==> config.mk <==
export PLATFORM = sky130hd
export DESIGN_NAME = dma_mc_controller
export DESIGN_NICKNAME = d
export VERILOG_FILES = /design/src/rtl/dma_mc_controller.sv
export SDC_FILE = /design/constraint.sdc
export NUM_CORES = 1
export LEC_CHECK = 0
export ABC_AREA = 1
export BUFFER_PORTS_ARGS = -buffer_cell sky130_fd_sc_hd__buf_2
export CELL_PAD_IN_SITES_DETAIL_PLACEMENT = 1
export CELL_PAD_IN_SITES_GLOBAL_PLACEMENT = 1
export CORE_UTILIZATION = 30
export CTS_CLUSTER_DIAMETER = 30
export CTS_CLUSTER_SIZE = 8
export DETAILED_ROUTE_END_ITERATION = 7
export GPL_TIMING_DRIVEN = 0
export HOLD_SLACK_MARGIN = 0.06
export PLACE_DENSITY = 0.68
export SYNTH_ARGS = -nofsm -noshare
export SYNTH_HDL_FRONTEND = slang
export SYNTH_SLANG_ARGS = --single-unit
==> constraint.sdc <==
create_clock -name clk -period 2.49 [get_ports clk]
set_clock_uncertainty 0.1 [all_clocks]
set_input_delay 0.747 -clock clk [delete_from_list [all_inputs] [get_ports clk]]
set_output_delay 0.747 -clock clk [all_outputs]
set_load 0.05 [all_outputs]
==> src/rtl/dma_mc_controller.sv <==
// Multi-channel memory-to-accelerator DMA: per-channel descriptors, one shared read/write
// datapath, round-robin grants of up to BURST_BEATS beats each.
module dma_mc_controller #(
  parameter int unsigned NUM_CH      = 4,
  parameter int unsigned DATA_W      = 32,
  parameter int unsigned ADDR_W      = 32,
  parameter int unsigned LEN_W       = 16,
  parameter int unsigned BURST_BEATS = 8
) (
  input  logic                     clk,
  input  logic                     reset,
  input  logic [NUM_CH-1:0]        ch_start,
  input  logic [NUM_CH*ADDR_W-1:0] ch_src_addr,
  input  logic [NUM_CH*ADDR_W-1:0] ch_dst_addr,
  input  logic [NUM_CH*LEN_W-1:0]  ch_len,
  output logic [NUM_CH-1:0]        ch_busy,
  output logic [NUM_CH-1:0]        ch_done,
  output logic                     dma_busy,
  output logic                     mem_read,
  output logic [ADDR_W-1:0]        mem_addr,
  input  logic                     mem_ready,
  input  logic                     mem_rvalid,
  input  logic [DATA_W-1:0]        mem_data_in,
  output logic                     acc_write,
  output logic [ADDR_W-1:0]        acc_addr,
  output logic [DATA_W-1:0]        acc_data_out,
  input  logic                     acc_ready
);

  localparam int unsigned BPB     = DATA_W / 8;
  localparam int unsigned BPB_LOG = $clog2(BPB);
  localparam int unsigned CH_W    = (NUM_CH > 1) ? $clog2(NUM_CH) : 1;
  localparam int unsigned BURST_W = $clog2(BURST_BEATS + 1);

  typedef enum logic [2:0] {StIdle, StArb, StRdReq, StRdWait, StWr} state_t;

  state_t                r_state, w_state_nxt;
  logic [ADDR_W-1:0]     r_src   [NUM_CH];
  logic [ADDR_W-1:0]     r_dst   [NUM_CH];
  logic [LEN_W-1:0]      r_beats [NUM_CH];
  logic [LEN_W-1:0]      w_new_beats [NUM_CH];
  logic [NUM_CH-1:0]     r_busy;
  logic [NUM_CH-1:0]     r_zero_done;
  logic [CH_W-1:0]       r_grant;
  logic [CH_W-1:0]       r_ptr;
  logic [CH_W-1:0]       w_arb_grant;
  logic                  w_arb_found;
  logic [BURST_W-1:0]    r_burst;
  logic [DATA_W-1:0]     r_data;
  logic                  w_capture;
  logic                  w_accept;
  logic                  w_last;
  logic [NUM_CH-1:0]     w_grant_mask;
  logic                  w_others_busy;
  logic [31:0]           w_ptr_ext;

  assign w_grant_mask  = NUM_CH'(1) << r_grant;
  assign w_others_busy = |(r_busy & ~w_grant_mask);
  assign w_last        = (r_beats[r_grant] == LEN_W'(1));
  assign w_ptr_ext     = 32'(r_ptr);

  // Length rounded up to whole beats; one extra bit keeps the rounding add from overflowing.
  always_comb begin
    logic [LEN_W:0] w_len_rnd;
    w_len_rnd = '0;
    for (int i = 0; i < NUM_CH; i++) begin
      w_len_rnd      = {1'b0, ch_len[i*LEN_W +: LEN_W]} + (LEN_W+1)'(BPB - 1);
      w_new_beats[i] = LEN_W'(w_len_rnd >> BPB_LOG);
    end
  end

  // Round-robin: first busy channel at or after the pointer, wrapping.
  always_comb begin
    logic [31:0]     w_sum;
    logic [CH_W-1:0] w_idx;
    w_arb_found = 1'b0;
    w_arb_grant = '0;
    w_sum       = '0;
    w_idx       = '0;
    for (int unsigned k = 0; k < NUM_CH; k++) begin
      w_sum = w_ptr_ext + k;
      if (w_sum >= NUM_CH) w_sum = w_sum - NUM_CH;
      w_idx = CH_W'(w_sum);
      if (!w_arb_found && r_busy[w_idx]) begin
        w_arb_found = 1'b1;
        w_arb_grant = w_idx;
      end
    end
  end

  always_comb begin
    w_state_nxt = r_state;
    mem_read    = 1'b0;
    acc_write   = 1'b0;
    w_capture   = 1'b0;
    w_accept    = 1'b0;
    unique case (r_state)
      StIdle: if (|r_busy) w_state_nxt = StArb;
      StArb:  w_state_nxt = w_arb_found ? StRdReq : StIdle;
      StRdReq: begin
        mem_read = 1'b1;
        if (mem_ready) begin
          if (mem_rvalid) begin
            w_capture   = 1'b1;
            w_state_nxt = StWr;
          end else begin
            w_state_nxt = StRdWait;
          end
        end
      end
      StRdWait: begin
        if (mem_rvalid) begin
          w_capture   = 1'b1;
          w_state_nxt = StWr;
        end
      end
      StWr: begin
        acc_write = 1'b1;
        if (acc_ready) begin
          w_accept = 1'b1;
          if (w_last)                                       w_state_nxt = w_others_busy ? StArb : StIdle;
          else if (r_burst == BURST_W'(BURST_BEATS - 1))    w_state_nxt = StArb;
          else                                              w_state_nxt = StRdReq;
        end
      end
      default: w_state_nxt = StIdle;
    endcase
  end

  always_ff @(posedge clk or negedge reset) begin
    if (!reset) begin
      r_state <= StIdle;
      r_grant <= '0;
      r_ptr   <= '0;
      r_burst <= '0;
      r_data  <= '0;
    end else begin
      r_state <= w_state_nxt;
      if (r_state == StArb && w_arb_found) begin
        r_grant <= w_arb_grant;
        r_ptr   <= (w_arb_grant == CH_W'(NUM_CH - 1)) ? '0 : w_arb_grant + 1'b1;
        r_burst <= '0;
      end else if (w_accept) begin
        r_burst <= r_burst + 1'b1;
      end
      if (w_capture) r_data <= mem_data_in;
    end
  end

  // A start on a busy channel loses to the beat update, so start+done on one channel is ignored.
  always_ff @(posedge clk or negedge reset) begin
    if (!reset) begin
      r_busy      <= '0;
      r_zero_done <= '0;
      for (int i = 0; i < NUM_CH; i++) begin
        r_src[i]   <= '0;
        r_dst[i]   <= '0;
        r_beats[i] <= '0;
      end
    end else begin
      for (int i = 0; i < NUM_CH; i++) begin
        r_zero_done[i] <= 1'b0;
        if (ch_start[i] && !r_busy[i]) begin
          r_src[i]       <= ch_src_addr[i*ADDR_W +: ADDR_W];
          r_dst[i]       <= ch_dst_addr[i*ADDR_W +: ADDR_W];
          r_beats[i]     <= w_new_beats[i];
          r_busy[i]      <= (w_new_beats[i] != '0);
          r_zero_done[i] <= (w_new_beats[i] == '0);
        end else if (w_accept && r_grant == CH_W'(i)) begin
          r_src[i]   <= r_src[i] + ADDR_W'(BPB);
          r_dst[i]   <= r_dst[i] + ADDR_W'(BPB);
          r_beats[i] <= r_beats[i] - 1'b1;
          r_busy[i]  <= !w_last;
        end
      end
    end
  end

  assign ch_busy      = r_busy;
  assign dma_busy     = |r_busy;
  assign ch_done      = r_zero_done | ((w_accept && w_last) ? w_grant_mask : '0);
  assign mem_addr     = mem_read  ? r_src[r_grant] : '0;
  assign acc_addr     = acc_write ? r_dst[r_grant] : '0;
  assign acc_data_out = acc_write ? r_data : '0;

endmodule

==> results of run 1 <==
## layer usage
| metal | part of all wire | global-route usage |
|---|---|---|
| met3 | 0.075 | 0.0740 |
| met5 | 0.00040 | 0 |
| met4 | 0.067 | 0.211 |
| met2 | 0.44 | 0.505 |
| met1 | 0.42 | 0.434 |
## critical path: stages, from the launching register on
cell,delay [ns]
dfrtp_2,0.47
inv_2,0.09
nor2_4,0.28
inv_4,0.07
buf_12,0.15
buf_12,0.14
o22ai_4,0.20
a221oi_2,0.07
nor2_2,0.28
buf_6,0.21
## stage by stage
stage	setup TNS, ns	cell area [µm²]	cells	setup slack (ns)	power [mW]
after detailed placement	-144.09	30700	5553	-1.56	31.0
after global placement	-3010.22	30700	5550	-7.79	30.5
after floorplan	-4.15	26900	3928	-0.126	23.4
final	-85.47	39700	5873	-1.06	54.7
after CTS	-70.29	38600	5847	-0.975	52.3
after global routing	-88.24	39700	5872	-1.08	56.7
## state kept, by name, summed over array words and instances, names as in the netlist
signal       flops
r_dst          128
r_src          128
r_beats         64
r_data          32
ch_busy          4
r_burst          4
r_zero_done      4
r_state          3
r_grant          2
r_ptr            2
## worst paths after layout
| kind | startpoint | endpoint | depth (start not counted) |
|---|---|---|---|
| worst max register to register | r_grant[0]$_DFFE_PN0P_ | r_src[85]$_DFFE_PN0P_ | 11 |
| worst min-delay path | ch_src_addr[1] | r_src[97]$_DFFE_PN0P_ | 3 |
| min in group asynchronous | reset | r_beats[44]$_DFFE_PN0P_ | 2 |
| worst max-delay path | r_grant[0]$_DFFE_PN0P_ | acc_addr[21] | 9 |
| worst min register to register | r_beats[49]$_DFFE_PN0P_ | r_beats[49]$_DFFE_PN0P_ | 2 |
| max in group asynchronous | reset | r_state[0]$_DFFE_PN0P_ | 4 |
## power by group through the flow
stage | clock network (mW) | logic, mW | registers, mW
2_1_floorplan | 0 | 12.5 | 10.8
3_3_place_gp | 0 | 18.3 | 12.2
3_5_place_dp | 0 | 18.7 | 12.3
4_1_cts | 16.2 | 23.6 | 12.5
5_1_grt | 16.6 | 27.0 | 13.1
6_report | 16.2 | 25.5 | 13.0
## cells by family after synthesis
| family | after synthesis | synth area share |
|---|---|---|
| and+or+nand+nor | 2027 | 0.331 |
| AOI/OAI and AO/OA | 741 | 0.172 |
| buffers and inverters | 653 | 0.0966 |
| DFF | 371 | 0.353 |
| xor gates and xnor gates | 122 | 0.0406 |
| adders and majority gates | 13 | 0.00618 |
| muxes | 1 | 0.000428 |
## Yosys cell counts (3+ instances only)
cell type | count | share of area
buf_4 | 6 | 0.0017
nand3_1 | 241 | 0.046
nor2_2 | 12 | 0.0029
o311ai_0 | 3 | 0.0010
nor3_1 | 132 | 0.025
nor2_4 | 6 | 0.0026
a311oi_1 | 4 | 0.0013
o211ai_1 | 46 | 0.013
nor3b_1 | 6 | 0.0017
clkinv_1 | 3 | 0.00043
a21oi_1 | 158 | 0.030
inv_2 | 14 | 0.0020
buf_2 | 44 | 0.0084
a211oi_1 | 19 | 0.0054
nand3b_1 | 18 | 0.0051
nor2_1 | 606 | 0.086
xor2_1 | 108 | 0.036
a32oi_1 | 3 | 0.0010
nor3_2 | 3 | 0.0011
a221oi_1 | 63 | 0.021
inv_1 | 465 | 0.066
o31ai_1 | 3 | 0.00086
buf_1 | 25 | 0.0036
ha_1 | 13 | 0.0062
nor3_4 | 3 | 0.0019
a22oi_1 | 14 | 0.0040
nand2_2 | 3 | 0.00071
xnor2_1 | 14 | 0.0047
or2_2 | 12 | 0.0029
o21ai_1 | 12 | 0.0023
o221ai_1 | 26 | 0.0087
nand2_1 | 856 | 0.12
o21ai_0 | 217 | 0.041
a31oi_1 | 31 | 0.0074
nor4_1 | 22 | 0.0052
o22ai_1 | 125 | 0.030
dfrtp_1 | 371 | 0.35
o21bai_1 | 9 | 0.0026
clkbuf_1 | 92 | 0.013
nand4_1 | 97 | 0.023
## repair_timing
action | 4_1_cts | 5_1_grt
cloned | 8 | 3
resized for setup | 683 | 209
setup endpoints to repair | 333 | 292
hold endpoints to repair | 65 | 0
setup buffers | 54 | 23
hold buffers | 1 | 0
pin swaps | 54 | 56
## area by class of cell
class / count / area, µm²
buffer: 168 / 1300
inverter: 483 / 1860
sequential: 371 / 9300
tap: 1155 / 1450
multi-input combinational: 2904 / 17100
fill: 10600 / 47100
clock inverter: 49 / 572
antenna: 3 / 7.51
timing repair buffer: 558 / 4330
clock buffer: 182 / 3730
==> metrics, run 1 <==
Yosys reg bits=about 370; EDFF count, synth=0; Die ar.=roughly 0.09 mm²; final hold vios=0; cells after synthesis=roughly 4,000; first-pass GRT wire length=about 220,000 µm; PortBufs=467; WP data required=~1.6 ns; period utilization=1.42; combinational fraction of design power=0.467; switch share=0.466; Post-Route WL=about 150,000 µm; Overall Global Routing Usage=0.335; HPWL after DPL=114,000 µm; Leakage Power=about 18 nW; grt total ovfl=0; Setup-failing EPs final=104; final core occ=0.457; Power Dens Cells=about 1400 mW/mm²; Mapped Area=~0.026 mm²; H-tree lvl count=4; Clock power frac=0.296; Clock Pin Slew Worst Setup and Hold Paths=roughly 0.040 ns; CP Launch Type=flip-flop; FFs w/ async S/R, synth=1.00; share of layout cells above drive strength 1=0.266; largest net degree at the start of global routing=between 100 and 150; clk sinks=roughly 370; max cap viols=0; fin. max-slew vios=0; ANT nets after route=0; failing checks=negative setup slack; wire per inst=26.2 µm; vias in the first global route=32,700; RSZ-0062 raised after global routing=yes; post-synthesis cell type count=60; min-delay worst type=in2reg; FF-to-FF setup slack=-0.01 ns; Die X=298 µm; switching power=about 25 mW; Crit Path Class=reg2out; Crit. End Element=output pin; vias post-DR=about 33,000; drt initial violations=slightly below 3,000; crit-path max FO=5; CTS tree=yes; Die Height=roughly 300 µm; status=complete, but fails checks; critical path arrival=between 2 and 3 ns; syn nets=4,302; setup ws final=-1.06 ns; core region area=around 0.087 mm²; CTS max path bufs=3; 1st-pass router iterations=5; top_reg_cell synth=dfrtp_1; # rows=108; Vias/cell=5.54; Root Driver=clkbuf_16; worst-margin pin slew=between 0.9 and 1 ns; io pins=468; RePlAce Congestion=1.01; Nets=approximately 5,000; worst vdd ir=739 µV; CTS Buf Count=132; post-synthesis sequential area ratio=0.353; Pint=29.2 mW; drt drc=0; most frequent cells in the layout=nand2_1 (837), nor2_1 (487), inv_1 (453); Initial Utilization=0.303; Flop pwr share=0.237; post-layout minimum cycle time=roughly 3.5 ns; Max Clk Rate=approximately 280 MHz; initial antenna violation count=9; relative slew slack=0.396; Yosys warnings=0; commonest non-fill, non-tap cell in the layout=nand2_1; synthesized area per cell=roughly 6.7 µm²; worst hold margin=roughly 0.12 ns; worst-skew pair later-pin latency=0.73 ns; Layout area overhead=50.7%
No activity file was read; power rests on OpenSTA's default activity.
==> run 2, diff against run 1 <==
CTS_BUF_LIST = sky130_fd_sc_hd__clkbuf_8   (was not set)
==> metrics, run 2 (same netlist as run 1, synthesis figures left out) <==
HPWL after DPL=114,000 µm (unchanged); RSZ-0062 raised after global routing=yes (unchanged); critical path arrival=2.82 ns (was 2.70 ns); grt total ovfl=0 (unchanged); CP max stage delay=0.39 ns (was 0.47 ns); first-pass GRT wire length=218,000 µm (was 219,000 µm); Overall Global Routing Usage=0.332 (was 0.335); Setup-failing EPs final=103 (was 104); worst-skew pair later-pin latency=0.83 ns (was 0.73 ns); slowest cell on the critical path=dfrtp_1 (was dfrtp_2); Finished Layout Cells=5,933 (was 5,873); RePlAce Congestion=1.01 (unchanged); Crit. End Element=output pin (unchanged); H-tree lvl count=4 (unchanged); status=complete, but fails checks (unchanged); post-layout minimum cycle time=3.67 ns (was 3.55 ns); Initial Utilization=0.303 (unchanged); CTS max path bufs=3 (unchanged); Root Driver=clkbuf_8 (was clkbuf_16); Post-Route WL=154,000 µm (about the same); drt drc=0 (unchanged); most frequent cells in the layout=nand2_1 (837), nor2_1 (483), inv_1 (482) (was nand2_1 (837), nor2_1 (487), inv_1 (453)); Vias/cell=5.49 (was 5.54); vias post-DR=32,600 (about the same); crit-path max FO=6 (was 5); io pins=468 (unchanged); wire per inst=25.9 µm (was 26.2 µm); largest net degree at the start of global routing=109 (unchanged); worst vdd ir=639 µV (was 739 µV); vias in the first global route=32,700 (about the same); 1st-pass router iterations=5 (unchanged); period utilization=1.47 (was 1.42); # rows=108 (unchanged); Die Height=298 µm (unchanged); Crit Path Class=reg2out (unchanged); Max Clk Rate=272 MHz (was 282 MHz); Power Dens Cells=1270 mW/mm² (was 1380 mW/mm²); Placement Cell Area=0.0307 mm² (unchanged); worst-margin pin slew=0.936 ns (was 0.906 ns); Setup TNS=-88.06 ns (was -85.47 ns); commonest non-fill, non-tap cell in the layout=nand2_1 (unchanged); share of layout cells above drive strength 1=0.263 (was 0.266); ANT nets after route=0 (unchanged); relative slew slack=0.376 (was 0.396); fin. max-slew vios=0 (unchanged); CP Launch Type=flip-flop (unchanged); final hold vios=0 (unchanged); drt initial violations=2,962 (was 2,951); critical path cell sequence=buf_6, nor2_4, inv_4, buf_12, buf_12, o22ai_4, a221oi_2, nor2_2, buf_6 (was inv_2, nor2_4, inv_4, buf_12, buf_12, o22ai_4, a221oi_2, nor2_2, buf_6); CTS tree=yes (unchanged); WP data required=1.64 ns (about the same); Leakage Power=17.4 nW (was 17.9 nW); failing checks=negative setup slack (unchanged); cell area after layout=0.0384 mm² (was 0.0397 mm²); Clock Pin Slew Worst Setup and Hold Paths=0.06 ns (was 0.04 ns); initial antenna violation count=11 (was 9); Nets=5,047 (was 4,992); DP Worst Slack=-1.56 ns (unchanged); min-delay worst type=in2reg (unchanged); Layout area overhead=46.1% (was 50.7%); core region area=0.0868 mm² (unchanged); PortBufs=467 (unchanged); DP Cell Count=5,553 (unchanged); Largest regs=r_dst (128), r_src (128), r_beats (64) (unchanged); worst hold margin=0.116 ns (was 0.125 ns); clk sinks=371 (unchanged); setup ws final=-1.18 ns (was -1.06 ns); Fillers=10,800 (was 10,600); Die X=298 µm (unchanged); Die ar.=0.0889 mm² (unchanged); CTS Buf Count=132 (unchanged); max cap viols=0 (unchanged)
[run 2: cell types whose count changed in the layout (fill, tap and decap cells not counted), moves of 10 or more]
cell           before  now
dlygate4sd3_1       1   59
inv_1             453  482
clkbuf_8           22  160
clkbuf_2           29   39
clkbuf_16         150   12
clkbuf_1           69   39
[run 2: stage by stage]
step,total power [mW],util
2_1_floorplan,23.4,-
3_3_place_gp,30.5,0.353
3_5_place_dp,31.0,0.354
4_1_cts,46.3,0.430
5_1_grt,50.8,0.443
6_report,48.7,0.443
[run 2: timing repair]
| item | in CTS | in global routing |
|---|---|---|
| endpoints found under the setup margin | 339 | 404 |
| hold buffers | 59 | 0 |
| cloned | 8 | 3 |
| pin swaps | 42 | 62 |
| endpoints found under the hold margin | 158 | 0 |
| gates resized for setup | 597 | 296 |
| setup buffers | 46 | 30 |
[run 2: path summary, 6_finish.rpt]
path	startpoint	endpoint	slack, ns	cells after the start
max in group asynchronous	reset	r_state[0]$_DFFE_PN0P_	0.29	4
max reg2reg	ch_busy[1]$_DFFE_PN0P_	r_dst[65]$_DFFE_PN0P_	0.01	8
min	ch_src_addr[37]	r_src[69]$_DFFE_PN0P_	0.12	3
min in group asynchronous	reset	r_beats[44]$_DFFE_PN0P_	0.45	2
min reg2reg	r_beats[49]$_DFFE_PN0P_	r_beats[49]$_DFFE_PN0P_	0.40	2
max	r_grant[1]$_DFFE_PN0P_	acc_addr[21]	-1.18	9
[run 2: where the power goes]
part           internal (mW)  switching (mW)  leakage, nW
clock                   6.58            4.04         1.52
combinational           8.84            16.3         11.5
sequential              8.80            4.14         4.42
[run 2: layout make-up]
type	instances	area [µm²]	share of cell area
multi-input combinational	2904	17000	0.443
sequential	371	9300	0.242
timing repair buffer	615	4790	0.125
clock buffer	153	2110	0.0548
inverter	483	1860	0.0483
tap	1155	1450	0.0376
buffer	166	1230	0.0321
clock inverter	78	642	0.0167
antenna	8	20.0	0.000521
[run 2: per-layer routing]
metal,up-vias,routed length (µm),track usage
li1,14700,-,-
met1,16000,65300,0.436
met2,1438,67300,0.500
met3,402,11000,0.0669
met4,10,10200,0.203
met5,-,66,0
[run 2: critical path: cells and delay by family (launching register included)]
family / cells / cell delay (ns)
AO/OA/AOI/OAI: 2 / 0.35
AND/OR/NAND/NOR: 2 / 0.56
flip-flops: 1 / 0.39
buffers and inverters: 5 / 0.70
